$ cat config.mk
export PLATFORM = sky130hd
export DESIGN_NAME = eth_decap_core
export DESIGN_NICKNAME = d
export VERILOG_FILES = /design/src/rtl/nettlp_pkg.sv /design/src/rtl/eth_decap_hdr_check.sv /design/src/rtl/eth_decap_core.sv
export SDC_FILE = /design/constraint.sdc
export NUM_CORES = 1
export LEC_CHECK = 0
export BUFFER_PORTS_ARGS = -buffer_cell sky130_fd_sc_hd__buf_4
export CORE_AREA = 2 2 121 123
export DETAILED_ROUTE_END_ITERATION = 7
export DIE_AREA = 0 0 123 125
export PLACE_DENSITY = 0.66
export REMOVE_ABC_BUFFERS = 1
export SETUP_SLACK_MARGIN = 0.3
export SLEW_MARGIN = 20
export SYNTH_ARGS = -nofsm -noshare
export SYNTH_HDL_FRONTEND = slang
export SYNTH_SLANG_ARGS = --single-unit
$ cat constraint.sdc
create_clock -name eth_clk -period 1.9 [get_ports eth_clk]
set_input_delay 0.19 -clock eth_clk [delete_from_list [all_inputs] [get_ports eth_clk]]
set_output_delay 0.19 -clock eth_clk [all_outputs]
set_load 0.05 [all_outputs]
$ cat src/rtl/nettlp_pkg.sv
`default_nettype none
// ============================================================================
// Module   : nettlp_pkg
// Purpose  : Shared NetTLP definitions. Holds the Eth->PCIe TX FIFO word
//            layout, the header stack length in 64-bit beats and the
//            protocol constants checked while stripping the header stack.
// Revision : 1.0  initial release
// ============================================================================
package nettlp_pkg;

    // Eth 14 B + IPv4 20 B + UDP 8 B + NetTLP 6 B = 48 B = 6 beats of 8 B.
    localparam int NETTLP_HDR_BEATS = 6;

    // Ethernet / IPv4 / UDP constants
    localparam logic [15:0] ETHERTYPE_IPV4 = 16'h0800;
    localparam logic [7:0]  IPV4_VER_IHL   = 8'h45;
    localparam logic [7:0]  IP_PROTO_UDP   = 8'd17;

    // Eth->PCIe TX FIFO word: {err, tlast, tkeep[7:0], tdata[63:0]}
    typedef struct packed {
        logic        err;
        logic        tlast;
        logic [7:0]  tkeep;
        logic [63:0] tdata;
    } PCIE_FIFO64_TX;

endpackage : nettlp_pkg
`default_nettype wire

$ cat src/rtl/eth_decap_hdr_check.sv
`default_nettype none
// ============================================================================
// Module   : eth_decap_hdr_check
// Purpose  : Combinational per-beat header check. Given the header beat
//            index and the beat data, reports whether the fields carried in
//            that beat are acceptable. Beats with nothing to check pass.
// Ports    : i_beat_cnt  header beat index 0..5
//            i_tdata     beat data, byte 0 in [7:0], network order
//            i_srcmac    adapter MAC (destination MAC check)
//            i_srcip     adapter IP (destination IP check)
//            i_srcport   adapter UDP port (destination port check)
//            o_beat_ok   1 when every field in this beat passes
// Revision : 1.0  initial release
// ============================================================================
module eth_decap_hdr_check
    import nettlp_pkg::*;
#(
    parameter int          CHECK_DSTMAC = 1,
    parameter logic [15:0] DPORT_MASK   = 16'hFC00
) (
    input  logic [2:0]  i_beat_cnt,
    input  logic [63:0] i_tdata,
    input  logic [47:0] i_srcmac,
    input  logic [31:0] i_srcip,
    input  logic [15:0] i_srcport,
    output logic        o_beat_ok
);

    // Split the beat into wire-order bytes; w_byte[0] arrived first.
    logic [7:0] w_byte [8];

    for (genvar i = 0; i < 8; i++) begin : g_byte
        assign w_byte[i] = i_tdata[i*8 +: 8];
    end

    logic [47:0] w_dstmac;
    logic [15:0] w_ethertype;
    logic [15:0] w_ip_hi;
    logic [15:0] w_ip_lo;
    logic [15:0] w_dport;
    logic        w_mac_ok;
    logic        w_port_ok;

    // Multi-byte fields are big-endian on the wire: the earlier byte is MSB.
    assign w_dstmac    = {w_byte[0], w_byte[1], w_byte[2],
                          w_byte[3], w_byte[4], w_byte[5]};
    assign w_ethertype = {w_byte[4], w_byte[5]};
    assign w_ip_hi     = {w_byte[6], w_byte[7]};
    assign w_ip_lo     = {w_byte[0], w_byte[1]};
    assign w_dport     = {w_byte[4], w_byte[5]};

    assign w_mac_ok  = (CHECK_DSTMAC == 0) || (w_dstmac == i_srcmac);
    // Only the masked bits of the port select this adapter; the low bits
    // are free for the host to spread traffic across queues.
    assign w_port_ok = ((w_dport ^ i_srcport) & DPORT_MASK) == 16'h0000;

    always_comb begin
        o_beat_ok = 1'b1;
        case (i_beat_cnt)
            3'd0: o_beat_ok = w_mac_ok;
            3'd1: o_beat_ok = (w_ethertype == ETHERTYPE_IPV4) &&
                              (w_byte[6] == IPV4_VER_IHL);
            3'd2: o_beat_ok = (w_byte[7] == IP_PROTO_UDP);
            3'd3: o_beat_ok = (w_ip_hi == i_srcip[31:16]);
            3'd4: o_beat_ok = (w_ip_lo == i_srcip[15:0]) && w_port_ok;
            default: o_beat_ok = 1'b1;
        endcase
    end

endmodule : eth_decap_hdr_check
`default_nettype wire

$ cat src/rtl/eth_decap_core.sv
`default_nettype none
// ============================================================================
// Module   : eth_decap_core
// Purpose  : Receive-side NetTLP decapsulator. Validates the Ethernet, IPv4,
//            UDP and NetTLP headers of frames from the MAC RX stream, strips
//            the 6-beat header stack and writes the remaining TLP beats into
//            the Eth->PCIe TX FIFO. Frames failing any check are discarded
//            before any FIFO write.
// Ports    : eth_clk / eth_rst_n      clock, synchronous active-low reset
//            eth_rx_*                 MAC RX AXI-Stream (tvalid/tready/tdata/
//                                     tkeep/tlast/tuser)
//            adapter_reg_src*         adapter MAC / IP / UDP port
//            wr_en / din / full       TX FIFO write side
//            stat_rx_frames/drops     accepted / dropped frame counters
// Config   : ETH_DECAP_STATS_EN  defined   -> statistics counters present
//                                undefined -> statistics outputs tied to 0
// Revision : 1.0  initial release
// ============================================================================
module eth_decap_core
    import nettlp_pkg::*;
#(
    parameter int          CHECK_DSTMAC = 1,
    parameter logic [15:0] DPORT_MASK   = 16'hFC00
) (
    input  logic          eth_clk,
    input  logic          eth_rst_n,
    input  logic          eth_rx_tvalid,
    output logic          eth_rx_tready,
    input  logic [63:0]   eth_rx_tdata,
    input  logic [7:0]    eth_rx_tkeep,
    input  logic          eth_rx_tlast,
    input  logic          eth_rx_tuser,
    input  logic [47:0]   adapter_reg_srcmac,
    input  logic [31:0]   adapter_reg_srcip,
    input  logic [15:0]   adapter_reg_srcport,
    output logic          wr_en,
    output PCIE_FIFO64_TX din,
    input  logic          full,
    output logic [31:0]   stat_rx_frames,
    output logic [31:0]   stat_rx_drops
);

    localparam logic [1:0] c_st_hdr     = 2'd0;
    localparam logic [1:0] c_st_payload = 2'd1;
    localparam logic [1:0] c_st_drop    = 2'd2;

    localparam logic [2:0] c_last_hdr_beat = 3'(NETTLP_HDR_BEATS - 1);

    logic [1:0]    r_state;
    logic [2:0]    r_beat_cnt;
    logic          r_ok;
    logic          r_out_vld;
    PCIE_FIFO64_TX r_din;

    logic          w_accept;
    logic          w_beat_ok;
    logic          w_hdr_ok;
    logic          w_load;

    // ------------------------------------------------------------------
    // Handshake. The single output register can take a new beat whenever
    // it is empty or is being drained this cycle, so tready only falls
    // while a word is held against a full FIFO.
    // ------------------------------------------------------------------
    assign eth_rx_tready = ~r_out_vld | ~full;
    assign w_accept      = eth_rx_tvalid & eth_rx_tready;
    assign wr_en         = r_out_vld & ~full;
    assign din           = r_din;

    // ------------------------------------------------------------------
    // Header check of the current beat
    // ------------------------------------------------------------------
    eth_decap_hdr_check #(
        .CHECK_DSTMAC (CHECK_DSTMAC),
        .DPORT_MASK   (DPORT_MASK)
    ) u_hdr_check (
        .i_beat_cnt (r_beat_cnt),
        .i_tdata    (eth_rx_tdata),
        .i_srcmac   (adapter_reg_srcmac),
        .i_srcip    (adapter_reg_srcip),
        .i_srcport  (adapter_reg_srcport),
        .o_beat_ok  (w_beat_ok)
    );

    // Running verdict including the current beat. H0 starts a fresh
    // verdict so a stale result from the previous frame never leaks in.
    assign w_hdr_ok = (r_beat_cnt == 3'd0) ? w_beat_ok : (r_ok & w_beat_ok);

    // ------------------------------------------------------------------
    // Frame FSM
    // ------------------------------------------------------------------
    always_ff @(posedge eth_clk) begin
        if (!eth_rst_n) begin
            r_state    <= c_st_hdr;
            r_beat_cnt <= 3'd0;
            r_ok       <= 1'b0;
        end else if (w_accept) begin
            case (r_state)
                c_st_hdr: begin
                    r_ok <= w_hdr_ok;
                    if (eth_rx_tlast) begin
                        // Runt: frame ended inside the header stack, even
                        // if it ended exactly on H5. Stay in HDR.
                        r_beat_cnt <= 3'd0;
                    end else if (r_beat_cnt == c_last_hdr_beat) begin
                        r_beat_cnt <= 3'd0;
                        r_state    <= w_hdr_ok ? c_st_payload : c_st_drop;
                    end else begin
                        r_beat_cnt <= r_beat_cnt + 3'd1;
                    end
                end
                c_st_payload, c_st_drop: begin
                    if (eth_rx_tlast) begin
                        r_state <= c_st_hdr;
                    end
                end
                default: begin
                    r_state    <= c_st_hdr;
                    r_beat_cnt <= 3'd0;
                end
            endcase
        end
    end

    // ------------------------------------------------------------------
    // Output register. A payload beat always loads; otherwise a completed
    // write empties the register. The frame error flag is only meaningful
    // on the tlast word.
    // ------------------------------------------------------------------
    assign w_load = w_accept & (r_state == c_st_payload);

    always_ff @(posedge eth_clk) begin
        if (!eth_rst_n) begin
            r_out_vld <= 1'b0;
            r_din     <= '0;
        end else if (w_load) begin
            r_out_vld   <= 1'b1;
            r_din.err   <= eth_rx_tuser & eth_rx_tlast;
            r_din.tlast <= eth_rx_tlast;
            r_din.tkeep <= eth_rx_tkeep;
            r_din.tdata <= eth_rx_tdata;
        end else if (wr_en) begin
            r_out_vld <= 1'b0;
            r_din     <= '0;
        end
    end

    // ------------------------------------------------------------------
    // Statistics. Errored frames still count as accepted; the downstream
    // consumer discards them using the err flag. Counters wrap freely.
    // ------------------------------------------------------------------
`ifdef ETH_DECAP_STATS_EN
    logic        w_frame_done;
    logic        w_frame_drop;
    logic [31:0] r_stat_frames;
    logic [31:0] r_stat_drops;

    assign w_frame_done = w_accept & eth_rx_tlast & (r_state == c_st_payload);
    assign w_frame_drop = w_accept & eth_rx_tlast & (r_state != c_st_payload);

    always_ff @(posedge eth_clk) begin
        if (!eth_rst_n) begin
            r_stat_frames <= 32'd0;
            r_stat_drops  <= 32'd0;
        end else begin
            if (w_frame_done) begin
                r_stat_frames <= r_stat_frames + 32'd1;
            end
            if (w_frame_drop) begin
                r_stat_drops <= r_stat_drops + 32'd1;
            end
        end
    end

    assign stat_rx_frames = r_stat_frames;
    assign stat_rx_drops  = r_stat_drops;
`else
    assign stat_rx_frames = 32'd0;
    assign stat_rx_drops  = 32'd0;
`endif

endmodule : eth_decap_core
`default_nettype wire

==> out/metrics.yaml <==
layout:
  layout_common_cells: "buf_4 (251), dfxtp_1 (79), nand3_1 (78)"
  layout-drive-gt1-share_pct: 35.58
  final_common_cell: "buf_4"
  n_antenna_cell: 0
  instances_no_fill: 999
  final_util_pct: 47.82
  area_growth_pct: 48.01
  final_area_um2: 6793
  nNetsFinal: 988
placed_design:
  gp_congestion: 0.8188
  place_area_um2: 6407
  place_hpwl_mm: 12.02
  dp_cells: 984
  port_buffers: 239
  pre_cts_ws_ps: 54.72
synthesis:
  synth.distinct_cells: 38
  synthFlopType: "dfxtp_1"
  ys_ff_latch: 81
  avgSynthCellArea_um2: 7.940
  synth-edff-count: 0
  synth_seq_area_share_pct: 35.33
  synthArstFlopShare_pct: 0
  synth_area_leader_cell: "dfxtp_1"
  synth.top_cell.area_share_pct: 35.33
  synth_area_um2: 4589
  syn_inst: 578
  ys.warnings.count: 0
  synthTopCellsByArea: "dfxtp_1 (35%), xor2_1 (14%), buf_4 (10%)"
global_routing:
  overflow: 0
  antenna_found_initial: 0
  grt_pass1_vias: 4332
  grt_max_degree: 63
  grtUsageTotal_pct: 19.73
  grt_pass1_wl_mm: 23.33
timing:
  fin_crit_sh_pct: 81.86
  hold_viol_final: 0
  rsz0062_at_grt: "true"
  slew_violations: 0
  worst_slack_ps: 344.7
  slew_headroom_pct: 57.35
  skew_ps: 4.558
  worst_pin_slew_ps: 639.8
  setup_viol: 0
  fmax_ghz: 0.6430
  layout_min_cycle_time_ps: 1555
floorplanning:
  die_y_um: 125
  die_w_um: 123
  die_area_um2: 15380
  core_um2: 14200
  io_pins: 314
  row_count: 44
  start_util_pct: 32.31
route:
  first_iter_violations: 171
  routed_wl_mm: 15.59
  wl_met1_mm: 6.463
  route.antenna.remaining_nets: 0
  vias_per_cell: 4.634
  dr_wl_met3_mm: 1.051
  detail_route.wl_per_cell_um: 15.60
  firstDrtPassIters: 4
  vias: 4629
  top_layer_used: "met4"
  drcViolationCount: 0
  wl_met2_mm: 7.657
power:
  power_leakage_uw: 0.002943
  power_uw: 4437
  p_int_uw: 3213
  cellPowerDensity_nw_per_um2: 653.2
  peakVddDrop_v: 0.0004649
  switchingPower_uw: 1224
  comb_power_share_pct: 19.7
  clkPwrFrac_pct: 41.9
  share_seq_of_total_power_pct: 38.4
  netSwitchingFraction_pct: 27.59
run:
  maxCapViolations: 0
clock_tree:
  cts.sinks: 81
  clockBufferDepth: 2
  numCtsBuffers: 9
  root_buffer: "clkbuf_16"
  cts_tree: "done"
  holdBufCountCts: 0
  cts_max_level: 3
  post-cts-setup-buffers: 0
  clk-insertion-delay-late_ps: 330
  clkSlewWorstSetupHoldPaths_ps: 60
worst_setup_path:
  path_class: "reg -> reg"
  cp-end-kind: "flop"
  crit_fanout: 7
  arrival_ps: 1780
  cp-start-kind: "flop"
  crit_required_ps: 2130
outcome:
  status: "finished clean"
worst_hold_path:
  min_path_type: "in -> reg"
[power by group through the flow]
stage	logic (µW)	clock network, µW	registers [µW]
global route	930	1980	1700
finish	873	1860	1710
floorplan	451	0	1740
CTS	872	1910	1700
global placement	863	0	1740
detailed placement	867	0	1740
[worst max-delay path, stage by stage (launching register included)]
cell     delay (ps)
dfxtp_1         440
and2_1          180
ha_1            130
inv_1            40
nor3_1          290
o22ai_2         140
a22o_1          220
[cell families (layout without fill, tap and decap cells)]
family,Yosys count,count (layout),share of synthesized area (%)
adder cells (fa/ha/maj),3,3,0.8180
XOR/XNOR,86,86,16.41
buffers and inverters,103,277,13.90
AND/OR/NAND/NOR,212,212,22.79
other,1,64,0.08171
AO/OA/AOI/OAI,92,92,10.66
flip-flops,81,81,35.33
[final cells by class]
cell class	count	area, µm²
clock buffer	12	246.5
timing repair buffer	255	1956
tap	184	230.2
multi-input combinational	457	2645
fill	1460	7411
inverter	7	26.28
clock inverter	3	65.06
sequential	81	1624
[Yosys cell counts (6+ instances only)]
cell	number
nor4_1	19
dfxtp_1	81
nor2_1	6
clkbuf_1	15
nand2_1	78
buf_2	9
a21oi_1	77
nand3_1	78
nand4_1	8
buf_1	8
xnor2_1	12
xor2_1	74
buf_4	64
[metrics by stage]
| stage | hold WS (ps) | TNS, ps |
|---|---|---|
| floorplan | 326.0 | -17580 |
| global placement | 437.9 | 0 |
| detailed placement | 448.6 | 0 |
| CTS | 89.03 | 0 |
| global route | 99.62 | 0 |
| finish | 99.01 | 0 |
[path summary, 6_finish.rpt]
check | depth (start not counted) | start | to | slack [ps]
setup reg to reg | 6 | r_beat_cnt[1] | r_state[1] | 340
hold reg to reg | 2 | din[15] | din[15] | 470
hold / removal | 3 | eth_rx_tkeep[2] | din[66] | 100
setup / recovery | 6 | r_beat_cnt[1] | r_state[1] | 340
[registers in the layout, indices dropped and copies added, names as in the netlist]
name	flops
din	74
r_state	2
r_ok	1
r_beat_cnt	3
r_out_vld	1
[layer usage]
layer  vias up  GRT usage, %
li1       2307             -
met2       170         32.27
met5         -             0
met3        24         4.015
met1      2128         25.08
met4         0         8.222
[repair_timing]
item,CTS,global route
endpoints found under the setup margin,3,33
pin swaps,0,1
gates resized for setup,2,13
Note: power is estimated with default switching activity, not from simulation.
